**src/rtl/serdesphy_seq_pkg.sv**
```systemverilog
// Shared definitions for the SerDes PHY link sequencer: state encodings and
// the output bundle with its safe (powered-down) value.
package serdesphy_seq_pkg;

    typedef enum logic [3:0] {
        StIdle      = 4'd0,
        StPwrWait   = 4'd1,
        StPllRst    = 4'd2,
        StPllWait   = 4'd3,
        StTrxEn     = 4'd4,
        StCdrWait   = 4'd5,
        StAlignWait = 4'd6,
        StReady     = 4'd7,
        StFault     = 4'd8
    } seq_state_e;

    typedef struct packed {
        logic iso_en;
        logic pll_rst;
        logic tx_en;
        logic rx_en;
        logic cdr_rst;
        logic rx_align_rst;
        logic phy_ready;
    } seq_out_t;

    localparam seq_out_t SafeOut = '{
        iso_en:       1'b1,
        pll_rst:      1'b1,
        tx_en:        1'b0,
        rx_en:        1'b0,
        cdr_rst:      1'b1,
        rx_align_rst: 1'b1,
        phy_ready:    1'b0
    };

    // Each bring-up state releases one more control on top of the previous one.
    function automatic seq_out_t state_outputs(input seq_state_e st);
        seq_out_t o;
        o = SafeOut;
        unique case (st)
            StPllRst: begin
                o.iso_en = 1'b0;
            end
            StPllWait: begin
                o.iso_en  = 1'b0;
                o.pll_rst = 1'b0;
            end
            StTrxEn: begin
                o.iso_en  = 1'b0;
                o.pll_rst = 1'b0;
                o.tx_en   = 1'b1;
                o.rx_en   = 1'b1;
            end
            StCdrWait: begin
                o.iso_en  = 1'b0;
                o.pll_rst = 1'b0;
                o.tx_en   = 1'b1;
                o.rx_en   = 1'b1;
                o.cdr_rst = 1'b0;
            end
            StAlignWait: begin
                o.iso_en       = 1'b0;
                o.pll_rst      = 1'b0;
                o.tx_en        = 1'b1;
                o.rx_en        = 1'b1;
                o.cdr_rst      = 1'b0;
                o.rx_align_rst = 1'b0;
            end
            StReady: begin
                o.iso_en       = 1'b0;
                o.pll_rst      = 1'b0;
                o.tx_en        = 1'b1;
                o.rx_en        = 1'b1;
                o.cdr_rst      = 1'b0;
                o.rx_align_rst = 1'b0;
                o.phy_ready    = 1'b1;
            end
            default: o = SafeOut;
        endcase
        return o;
    endfunction

endpackage

```
**src/rtl/serdesphy_seq_timer.sv**
```systemverilog
// Clear/enable saturating state timer; hit flags the last cycle of a
// limit-cycle window (count == limit-1).
module serdesphy_seq_timer #(
    parameter int unsigned TIMER_W = 16
) (
    input  logic             clk,
    input  logic             rst,
    input  logic             clr,
    input  logic             en,
    input  logic [TIMER_W:0] limit,
    output logic             hit
);

    logic [TIMER_W-1:0] count_d, count_q;

    always_comb begin
        count_d = count_q;
        if (clr) begin
            count_d = '0;
        end else if (en && (count_q != '1)) begin
            count_d = count_q + 1'b1;
        end
    end

    always_ff @(posedge clk) begin
        if (rst) begin
            count_q <= '0;
        end else begin
            count_q <= count_d;
        end
    end

    // A zero limit wraps to all-ones in TIMER_W+1 bits and can never match.
    assign hit = ({1'b0, count_q} == (limit - 1'b1));

endmodule

```
**src/rtl/serdesphy_link_sequencer.sv**
```systemverilog
// SerDes PHY bring-up/recovery sequencer: ordered power-up with per-state
// timeouts, bounded retries, and registered Moore output decode.
module serdesphy_link_sequencer
    import serdesphy_seq_pkg::*;
#(
    parameter int unsigned SETTLE_CYCLES = 48,
    parameter int unsigned PLL_TIMEOUT   = 2400,
    parameter int unsigned CDR_TIMEOUT   = 4800,
    parameter int unsigned ALIGN_TIMEOUT = 2400,
    parameter int unsigned MAX_RETRIES   = 3,
    parameter int unsigned TIMER_W       = 16
) (
    input  logic       clk,
    input  logic       rst,
    input  logic       phy_en,
    input  logic       power_good,
    input  logic       por_complete,
    input  logic       pll_lock,
    input  logic       cdr_lock,
    input  logic       rx_aligned,
    output logic       iso_en,
    output logic       pll_rst,
    output logic       tx_en,
    output logic       rx_en,
    output logic       cdr_rst,
    output logic       rx_align_rst,
    output logic       phy_ready,
    output logic       seq_busy,
    output logic       seq_error,
    output logic [3:0] seq_state,
    output logic [3:0] retry_cnt
);

    localparam logic [3:0]       MaxRetries = 4'(MAX_RETRIES);
    localparam logic [TIMER_W:0] SettleLim  = (TIMER_W + 1)'(SETTLE_CYCLES);
    localparam logic [TIMER_W:0] PllLim     = (TIMER_W + 1)'(PLL_TIMEOUT);
    localparam logic [TIMER_W:0] CdrLim     = (TIMER_W + 1)'(CDR_TIMEOUT);
    localparam logic [TIMER_W:0] AlignLim   = (TIMER_W + 1)'(ALIGN_TIMEOUT);

    seq_state_e       state_d, state_q;
    logic [3:0]       retry_d, retry_q;
    logic             error_d, error_q;
    logic             busy_d, busy_q;
    seq_out_t         out_d, out_q;
    logic             do_retry;
    logic             timer_clr;
    logic             timer_hit;
    logic [TIMER_W:0] timer_limit;

    always_comb begin
        timer_limit = '0;
        unique case (state_q)
            StPllRst, StTrxEn: timer_limit = SettleLim;
            StPllWait:         timer_limit = PllLim;
            StCdrWait:         timer_limit = CdrLim;
            StAlignWait:       timer_limit = AlignLim;
            default:           timer_limit = '0;
        endcase
    end

    always_comb begin
        state_d  = state_q;
        retry_d  = retry_q;
        error_d  = error_q;
        do_retry = 1'b0;

        if (!phy_en) begin
            state_d = StIdle;
            retry_d = '0;
            error_d = 1'b0;
        end else if (!power_good && (state_q != StIdle) && (state_q != StFault)) begin
            state_d = StPwrWait;
        end else begin
            unique case (state_q)
                StIdle:    state_d = StPwrWait;
                StPwrWait: if (power_good && por_complete) state_d = StPllRst;
                StPllRst:  if (timer_hit) state_d = StPllWait;
                StPllWait: begin
                    if (pll_lock)       state_d  = StTrxEn;
                    else if (timer_hit) do_retry = 1'b1;
                end
                StTrxEn: begin
                    if (!pll_lock)      do_retry = 1'b1;
                    else if (timer_hit) state_d  = StCdrWait;
                end
                StCdrWait: begin
                    if (!pll_lock)      do_retry = 1'b1;
                    else if (cdr_lock)  state_d  = StAlignWait;
                    else if (timer_hit) do_retry = 1'b1;
                end
                StAlignWait: begin
                    if (!pll_lock || !cdr_lock) do_retry = 1'b1;
                    else if (rx_aligned)        state_d  = StReady;
                    else if (timer_hit)         do_retry = 1'b1;
                end
                StReady: begin
                    if (!pll_lock || !cdr_lock) do_retry = 1'b1;
                    else if (!rx_aligned)       state_d  = StAlignWait;
                end
                StFault: state_d = StFault;
                default: state_d = StIdle;
            endcase
        end

        if (do_retry) begin
            if (retry_q < MaxRetries) begin
                retry_d = retry_q + 1'b1;
                state_d = StPllRst;
            end else begin
                state_d = StFault;
                error_d = 1'b1;
            end
        end

        if ((state_d == StReady) && (state_q != StReady)) begin
            retry_d = '0;
        end
    end

    // Outputs are decoded from the next state so they change on the same edge as the state.
    always_comb begin
        out_d     = state_outputs(state_d);
        busy_d    = !((state_d == StIdle) || (state_d == StReady) || (state_d == StFault));
        timer_clr = (state_d != state_q);
    end

    always_ff @(posedge clk) begin
        if (rst) begin
            state_q <= StIdle;
            retry_q <= '0;
            error_q <= 1'b0;
            busy_q  <= 1'b0;
            out_q   <= SafeOut;
        end else begin
            state_q <= state_d;
            retry_q <= retry_d;
            error_q <= error_d;
            busy_q  <= busy_d;
            out_q   <= out_d;
        end
    end

    serdesphy_seq_timer #(
        .TIMER_W(TIMER_W)
    ) u_timer (
        .clk  (clk),
        .rst  (rst),
        .clr  (timer_clr),
        .en   (1'b1),
        .limit(timer_limit),
        .hit  (timer_hit)
    );

    assign iso_en       = out_q.iso_en;
    assign pll_rst      = out_q.pll_rst;
    assign tx_en        = out_q.tx_en;
    assign rx_en        = out_q.rx_en;
    assign cdr_rst      = out_q.cdr_rst;
    assign rx_align_rst = out_q.rx_align_rst;
    assign phy_ready    = out_q.phy_ready;
    assign seq_busy     = busy_q;
    assign seq_error    = error_q;
    assign seq_state    = state_q;
    assign retry_cnt    = retry_q;

endmodule

```
**config.mk**
```make
export PLATFORM = sky130hd
export DESIGN_NAME = serdesphy_link_sequencer
export DESIGN_NICKNAME = d
export VERILOG_FILES = /design/src/rtl/serdesphy_seq_pkg.sv /design/src/rtl/serdesphy_seq_timer.sv /design/src/rtl/serdesphy_link_sequencer.sv
export SDC_FILE = /design/constraint.sdc
export NUM_CORES = 1
export LEC_CHECK = 0
export BUFFER_PORTS_ARGS = -buffer_cell sky130_fd_sc_hd__buf_2
export CAP_MARGIN = 10
export CORE_MARGIN = 8
export CORE_UTILIZATION = 35
export DETAILED_ROUTE_END_ITERATION = 7
export HOLD_SLACK_MARGIN = 0.1
export SYNTH_ARGS = -nofsm -noshare
export SYNTH_HDL_FRONTEND = slang
export SYNTH_SLANG_ARGS = --single-unit
```
**constraint.sdc**
```tcl
create_clock -name clk -period 4 [get_ports clk]
set_input_delay 0.4 -clock clk [delete_from_list [all_inputs] [get_ports clk]]
set_output_delay 0.4 -clock clk [all_outputs]
set_load 0.01 [all_outputs]
```
# Word level (Yosys, flattened, before mapping)
# Cells that the tools add are included.
# word_totals
memories,0
mem_bits_rw,0
romBits,0
latch_bits,0
out_inout_bits,17
in_bits,8
regBits,33
word_cells,99
# classes
eq_ne,20
mux,40
order_cmp,1
shifts,0
addsub,3
n_div,0
bitwise,0
reduce_logical,23
multipliers,0
# ops
operator,count
4-bit two-way mux,18
13-bit one-hot mux with 3 select lines,1
4-bit one-hot mux with 9 select lines,1
"4-bit by 3-bit == test with 1-bit output, second input constant",8
1-bit two-way mux,18
16-bit by 17-bit == test with 1-bit output,1
"16-bit by 1-bit adder with 16-bit output, second input constant",1
"4-bit by 2-bit == test with 1-bit output, second input constant",4
"16-bit inequality test, second input constant",1
"13-bit by 1-bit subtractor with 14-bit output, second input constant",1
2-bit OR reduction,5
"4-bit == test, second input constant",2
4-bit logical NOT,2
6-bit OR reduction,1
1-bit one-hot mux with 5 select lines,1
5-bit OR reduction,1
"4-bit by 1-bit adder with 4-bit output, second input constant",1
"4-bit by 1-bit == test with 1-bit output, second input constant",1
1-bit logical AND,4
1-bit logical NOT,4
"4-bit by 2-bit < comparator with 1-bit output, second input constant",1
"4-bit by 3-bit inequality test with 1-bit output, second input constant",1
4-bit inequality test,1
"4-bit inequality test, second input constant",1
5 further kinds,7

# Logic depth before layout (Yosys ltp)
# depth
depth_word,16
mapped_depth,15
mapped_depth_nobuf,12

# Cells and area by module
# A second synthesis with hierarchy kept.
# hier_totals
hier_cells,290
hier_area_um2,2273.4
# by_module_without_submodules
module,cells_each,n_inst,seq_area_each_um2,area_each_um2
serdesphy_seq_timer,169,1,320.3,1300.0
serdesphy_link_sequencer,121,1,320.3,973.4

# Worst setup path before layout
# No wires, ideal clock.
# synth_path
path_type,flip-flop to flip-flop
start,"register state_q[0], in the netlist seq_state[0]"
end,register u_timer.count_q[0]
t_arrival_ps,2966
slack_ps,946
stages_incl_launch_ff,15
setup_time_ps,88
period_less_slack_ps,3054
path_buffers,4
required_time_ps,3912
cell_sequence,dfxtp_1 > buf_6 > buf_2 > nor2_1 > nand2_1 > ha_1 > clkbuf_1 > o21ba_1 > or3_1 > nor2b_1 > and4_4 > o21a_4 > o21a_4 > buf_6 > nor4_2
# synth_via
elab_chain_len,14
elab_cells_between_ends,44
cone_classes,1 x add/sub; 11 x eq/ne; 25 x mux; 7 x reduce/logical
# synth_rtl
item,line,rtl
from (decl),serdesphy_link_sequencer.sv:40,"seq_state_e state_d, state_q;"
from (signal assigned),serdesphy_link_sequencer.sv:129,state_q <= StIdle;
from (signal assigned),serdesphy_link_sequencer.sv:135,state_q <= state_d;
4-bit by 3-bit == test with 1-bit output or 4-bit by 2-bit == test with 1-bit output (tied branches),"serdesphy_link_sequencer.sv:52, serdesphy_link_sequencer.sv:74",
2-bit OR reduction (on tied branches),--,
13-bit one-hot mux with 3 select lines,serdesphy_link_sequencer.sv:52,unique case (state_q)
13-bit by 1-bit subtractor with 14-bit output,serdesphy_seq_timer.sv:34,"assign hit = ({1'b0, count_q} == (limit - 1'b1));"
16-bit by 17-bit == test with 1-bit output,serdesphy_seq_timer.sv:34,
1-bit two-way mux,"serdesphy_link_sequencer.sv:80, serdesphy_link_sequencer.sv:89, serdesphy_link_sequencer.sv:94",
1-bit two-way mux (on tied branches),"serdesphy_link_sequencer.sv:93, serdesphy_link_sequencer.sv:88",
1-bit two-way mux (on tied branches),"serdesphy_link_sequencer.sv:92, serdesphy_link_sequencer.sv:87",
1-bit one-hot mux with 5 select lines,serdesphy_link_sequencer.sv:74,unique case (state_q)
1-bit two-way mux,serdesphy_link_sequencer.sv:71,end else if (!power_good && (state_q != StIdle) && (state_q != StFault)) begin
1-bit two-way mux,serdesphy_link_sequencer.sv:67,if (!phy_en) begin
4-bit two-way mux,serdesphy_link_sequencer.sv:105,if (do_retry) begin
4-bit inequality test (*),serdesphy_link_sequencer.sv:124,timer_clr = (state_d != state_q);
2-bit OR reduction (no source line) (*),--,
to (signal assigned),serdesphy_seq_timer.sv:29,count_q <= count_d;
to (decl),serdesphy_seq_timer.sv:14,"logic [TIMER_W-1:0] count_d, count_q;"
# Every way passes the cells marked *; elsewhere a longest branch is shown, timed or not.
# A chain may end at the register's enable or synchronous reset.

# Worst setup path in the final report
# layout_path
start,"register state_q[2], in the netlist seq_state[2]"
end,register u_timer.count_q[13]
# Same word-level chain as after synthesis.

==> results.md <==
| Result | This run |
| --- | --- |
| Worst slack at placement | 0.6547 ns |
| Placement-stage cell area | 2261 um2 |
| Pin count of the biggest net entering global routing | 17 |
| Number of unique standard cell types used by synthesis | 55 |
| I/O pin count | 25 |
| Wire length of the first global-routing pass | 8611 um |
| Number of CTS-inserted buffers | 5 |
| Final standard cell area without fillers | 2355 um2 |
| Async set-reset flop share out of synthesis | 0% |
| Routed length on met1 | 2456 um |
| Mean number of vias per cell | 5.545 |
| Power density over the cells | 275.1 nW/um2 |
| Maximum Capacitance Violations | 0 |
| Worst endpoint required time | 4.17 ns |
| DR iter-0 viols | 93 |
| Via count of the first global-routing pass | 1,799 |
| Register bit count reported by yosys | 32 |
| Proportion of synthesized chip area in sequential cells | 30.19% |
| Synth warn | 0 |
| Die W | 93.87 um |
| Critical Path, Cell by Cell | nand2b_1 > a21oi_1 > inv_1 > ha_1 > o21ba_1 > or3_1 > nor2b_1 > and4_4 > o21ai_1 > nand2_1 > a2111oi_2 |
| Run status | complete, no violations |
| Crit share post-route | 84.43% |
| Fillers | 611 |
| Number of antenna violations at the first check in global routing | 0 |
| Fraction of synthesized cell area taken by the top area cell type | 30.19% |
| Maximum fanout along the worst path | 15 |
| Final Non-Filler Cells | 347 |
| Total negative setup slack | 0 ns |
| Overall routing resource usage | 12.05% |
| Type of origin of the critical path | register |
| Fraction of final layout cells sized beyond drive strength 1 | 20.96% |
| Post-synthesis to final-layout area growth | 10.97% |
| Peak VDD IR | 124.6 uV |
| Antenna-violating nets left | 0 |
| Routed vias | 1,924 |
| Final clock skew | 0.01193 ns |
| Clock buffer depth | 2 |
| TritonCTS clock tree | yes |
| Post-route core utilization | 40.01% |
| Max transition margin | 52.12% |
| Worst slew pin tran | 0.7164 ns |
| RSZ-0062 raised after global routing | false |
| Stage delay of the slowest cell on the critical path | 0.58 ns |
| Worst Hold Class | in2reg |
| Final wirelength | 5104 um |
| Post-CTS setup-driven buffer insertion count | 0 |
| HPWL Detailed | 3722 um |
| Buffers & Inverters on Critical Path | 1 |
| Arrival time reported for the critical path endpoint | 3.55 ns |
| Starting utilization of the core area | 36.05% |
| CTS hold repair buffers | 0 |
| Met2 routed wirelength | 2308 um |
| Clock latency on the worst-skew pair | 0.29 ns |
| Synthesized netlist net count | 264 |
| RePlAce Congestion | 0.8216 |
| Row cnt | 28 |
| Prevailing post-synth register cell | sky130_fd_sc_hd__dfxtp_1 |
| Count of TritonRoute iterations in the first routing pass | 4 |
| Overall power | 0.6478 mW |
| Cell total after placement | 339 |
| Die Outline Area | 8811 um2 |
| Avg Cell Area, Syn | 8.387 um2 |
| Final Max Slew Viols | 0 |
| Mean routed wirelength per cell | 14.71 um |
| Core area | 5886 um2 |
| Number of clock sinks | 32 |
| Type of the worst setup path | reg2reg |
| Setup slack on the worst flop-to-flop path | 0.62 ns |
| Hold Fails Final Rpt | 0 |
| Worst slack on hold paths | 0.4141 ns |
| Number of synthesized flops with an enable pin | 0 |
| Ranking of synthesized cells by area | sky130_fd_sc_hd__dfxtp_1 (30%), sky130_fd_sc_hd__nor4_2 (5.3%), sky130_fd_sc_hd__nand2_1 (5.0%), sky130_fd_sc_hd__xor2_1 (3.7%), sky130_fd_sc_hd__xnor2_1 (3.3%) |
| Leakage power total | 0.8655 nW |
| Remaining design rule violation count | 0 |
| Cell at the root of the clock tree | sky130_fd_sc_hd__clkbuf_8 |
| Cell type group with the largest total delay on the critical path | simple AND/OR/NAND/NOR gates |
| F_max | 296.1 MHz |
| Height of the die | 93.87 um |
| Number of buffers inserted by port buffering | 24 |
| Largest area contributor in the synthesized netlist | sky130_fd_sc_hd__dfxtp_1 |
| Clk pin slew, worst setup/hold paths | 0.07 ns |
| Count of instances resized after the clock tree is built | 0 |
| Flip-flop count of the largest register after layout | 16 |
| Number of diodes added for antenna fixing | 0 |
| DR top layer | met4 |
| Number of nets in the finished design | 282 |
| Leading cell types by count after synthesis | sky130_fd_sc_hd__dfxtp_1 (32), sky130_fd_sc_hd__nand2_1 (28), sky130_fd_sc_hd__nor2_1 (17) |
| H-Tree Level Count | 2 |
| Post-Synthesis Cell Area | 2122 um2 |
| Final setup violation count | 0 |
| Tmin final | 3.377 ns |
| Total overflow reported by the global router | 0 |
| Most frequent cell after synthesis | sky130_fd_sc_hd__dfxtp_1 |
| Cell with the largest stage delay on the worst path | sky130_fd_sc_hd__dfxtp_1 |
| Synthesized netlist cell count | 253 |
| Register name with the most flops | u_timer.count_q |
| Worst-case setup margin in the final layout | 0.6227 ns |
| Type of element capturing the critical path | register |
| Routed length on met3 | 248 um |
[metal layers]
layer | GRT usage [%] | up-vias
met3 | 2.798 | 6
li1 | - | 965
met1 | 15.41 | 908
met2 | 18.20 | 45
met5 | 0 | -
met4 | 6.605 | 0
[report_power, final]
part	total [mW]	switching, mW	internal (mW)
clock network	0.261	0.122	0.140
logic	0.0601	0.0391	0.0210
registers	0.326	0.00452	0.322
total	0.648	0.165	0.483
[layout by cell type (no fill, tap or decap), types with 5 or more instances in the layout]
| master | netlist | layout |
|---|---|---|
| sky130_fd_sc_hd__nor2_1 | 17 | 17 |
| sky130_fd_sc_hd__clkbuf_8 | 0 | 6 |
| sky130_fd_sc_hd__o211ai_1 | 5 | 5 |
| sky130_fd_sc_hd__buf_2 | 3 | 24 |
| sky130_fd_sc_hd__mux2i_1 | 5 | 5 |
| sky130_fd_sc_hd__nor3_1 | 5 | 5 |
| sky130_fd_sc_hd__dfxtp_1 | 32 | 32 |
| sky130_fd_sc_hd__xnor2_1 | 8 | 8 |
| sky130_fd_sc_hd__nand2b_1 | 9 | 9 |
| sky130_fd_sc_hd__nor4_2 | 9 | 9 |
| sky130_fd_sc_hd__a21oi_1 | 12 | 12 |
| sky130_fd_sc_hd__nand3_1 | 8 | 8 |
| sky130_fd_sc_hd__nand4_1 | 7 | 7 |
| sky130_fd_sc_hd__o21ai_0 | 7 | 7 |
| sky130_fd_sc_hd__nor4_1 | 6 | 6 |
| sky130_fd_sc_hd__xor2_1 | 9 | 9 |
| sky130_fd_sc_hd__and3_1 | 6 | 6 |
| sky130_fd_sc_hd__nand2_1 | 28 | 28 |
[final cells by class]
| type | instances | area (um2) | share of cell area, % |
|---|---|---|---|
| clock buffer | 7 | 86.33 | 3.666 |
| clock inverter | 1 | 7.507 | 0.3188 |
| multi-input combinational | 200 | 1361 | 57.81 |
| timing repair buffer | 28 | 150.1 | 6.376 |
| inverter | 4 | 15.01 | 0.6376 |
| tap | 75 | 93.84 | 3.985 |
| sequential | 32 | 640.6 | 27.21 |
[kinds of logic after synthesis]
logic type               Yosys count  share of synthesized area [%]
AND/OR/NAND/NOR                  121                          34.38
adder cells (fa/ha/maj)            3                          1.769
multiplexers                       5                          2.359
XOR/XNOR                          17                          7.017
buffers and inverters             21                          5.660
flip-flops                        32                          30.19
AO/OA/AOI/OAI                     54                          18.63
[worst paths after layout]
kind,startpoint,to,depth (start not counted)
worst max register to register,seq_state[2],u_timer.count_q[13],11
worst min-delay path,rst,seq_state[3],2
worst min register to register,seq_error,seq_error,2
worst max-delay path,seq_state[2],u_timer.count_q[13],11
No activity file was read; power rests on OpenSTA's default activity.
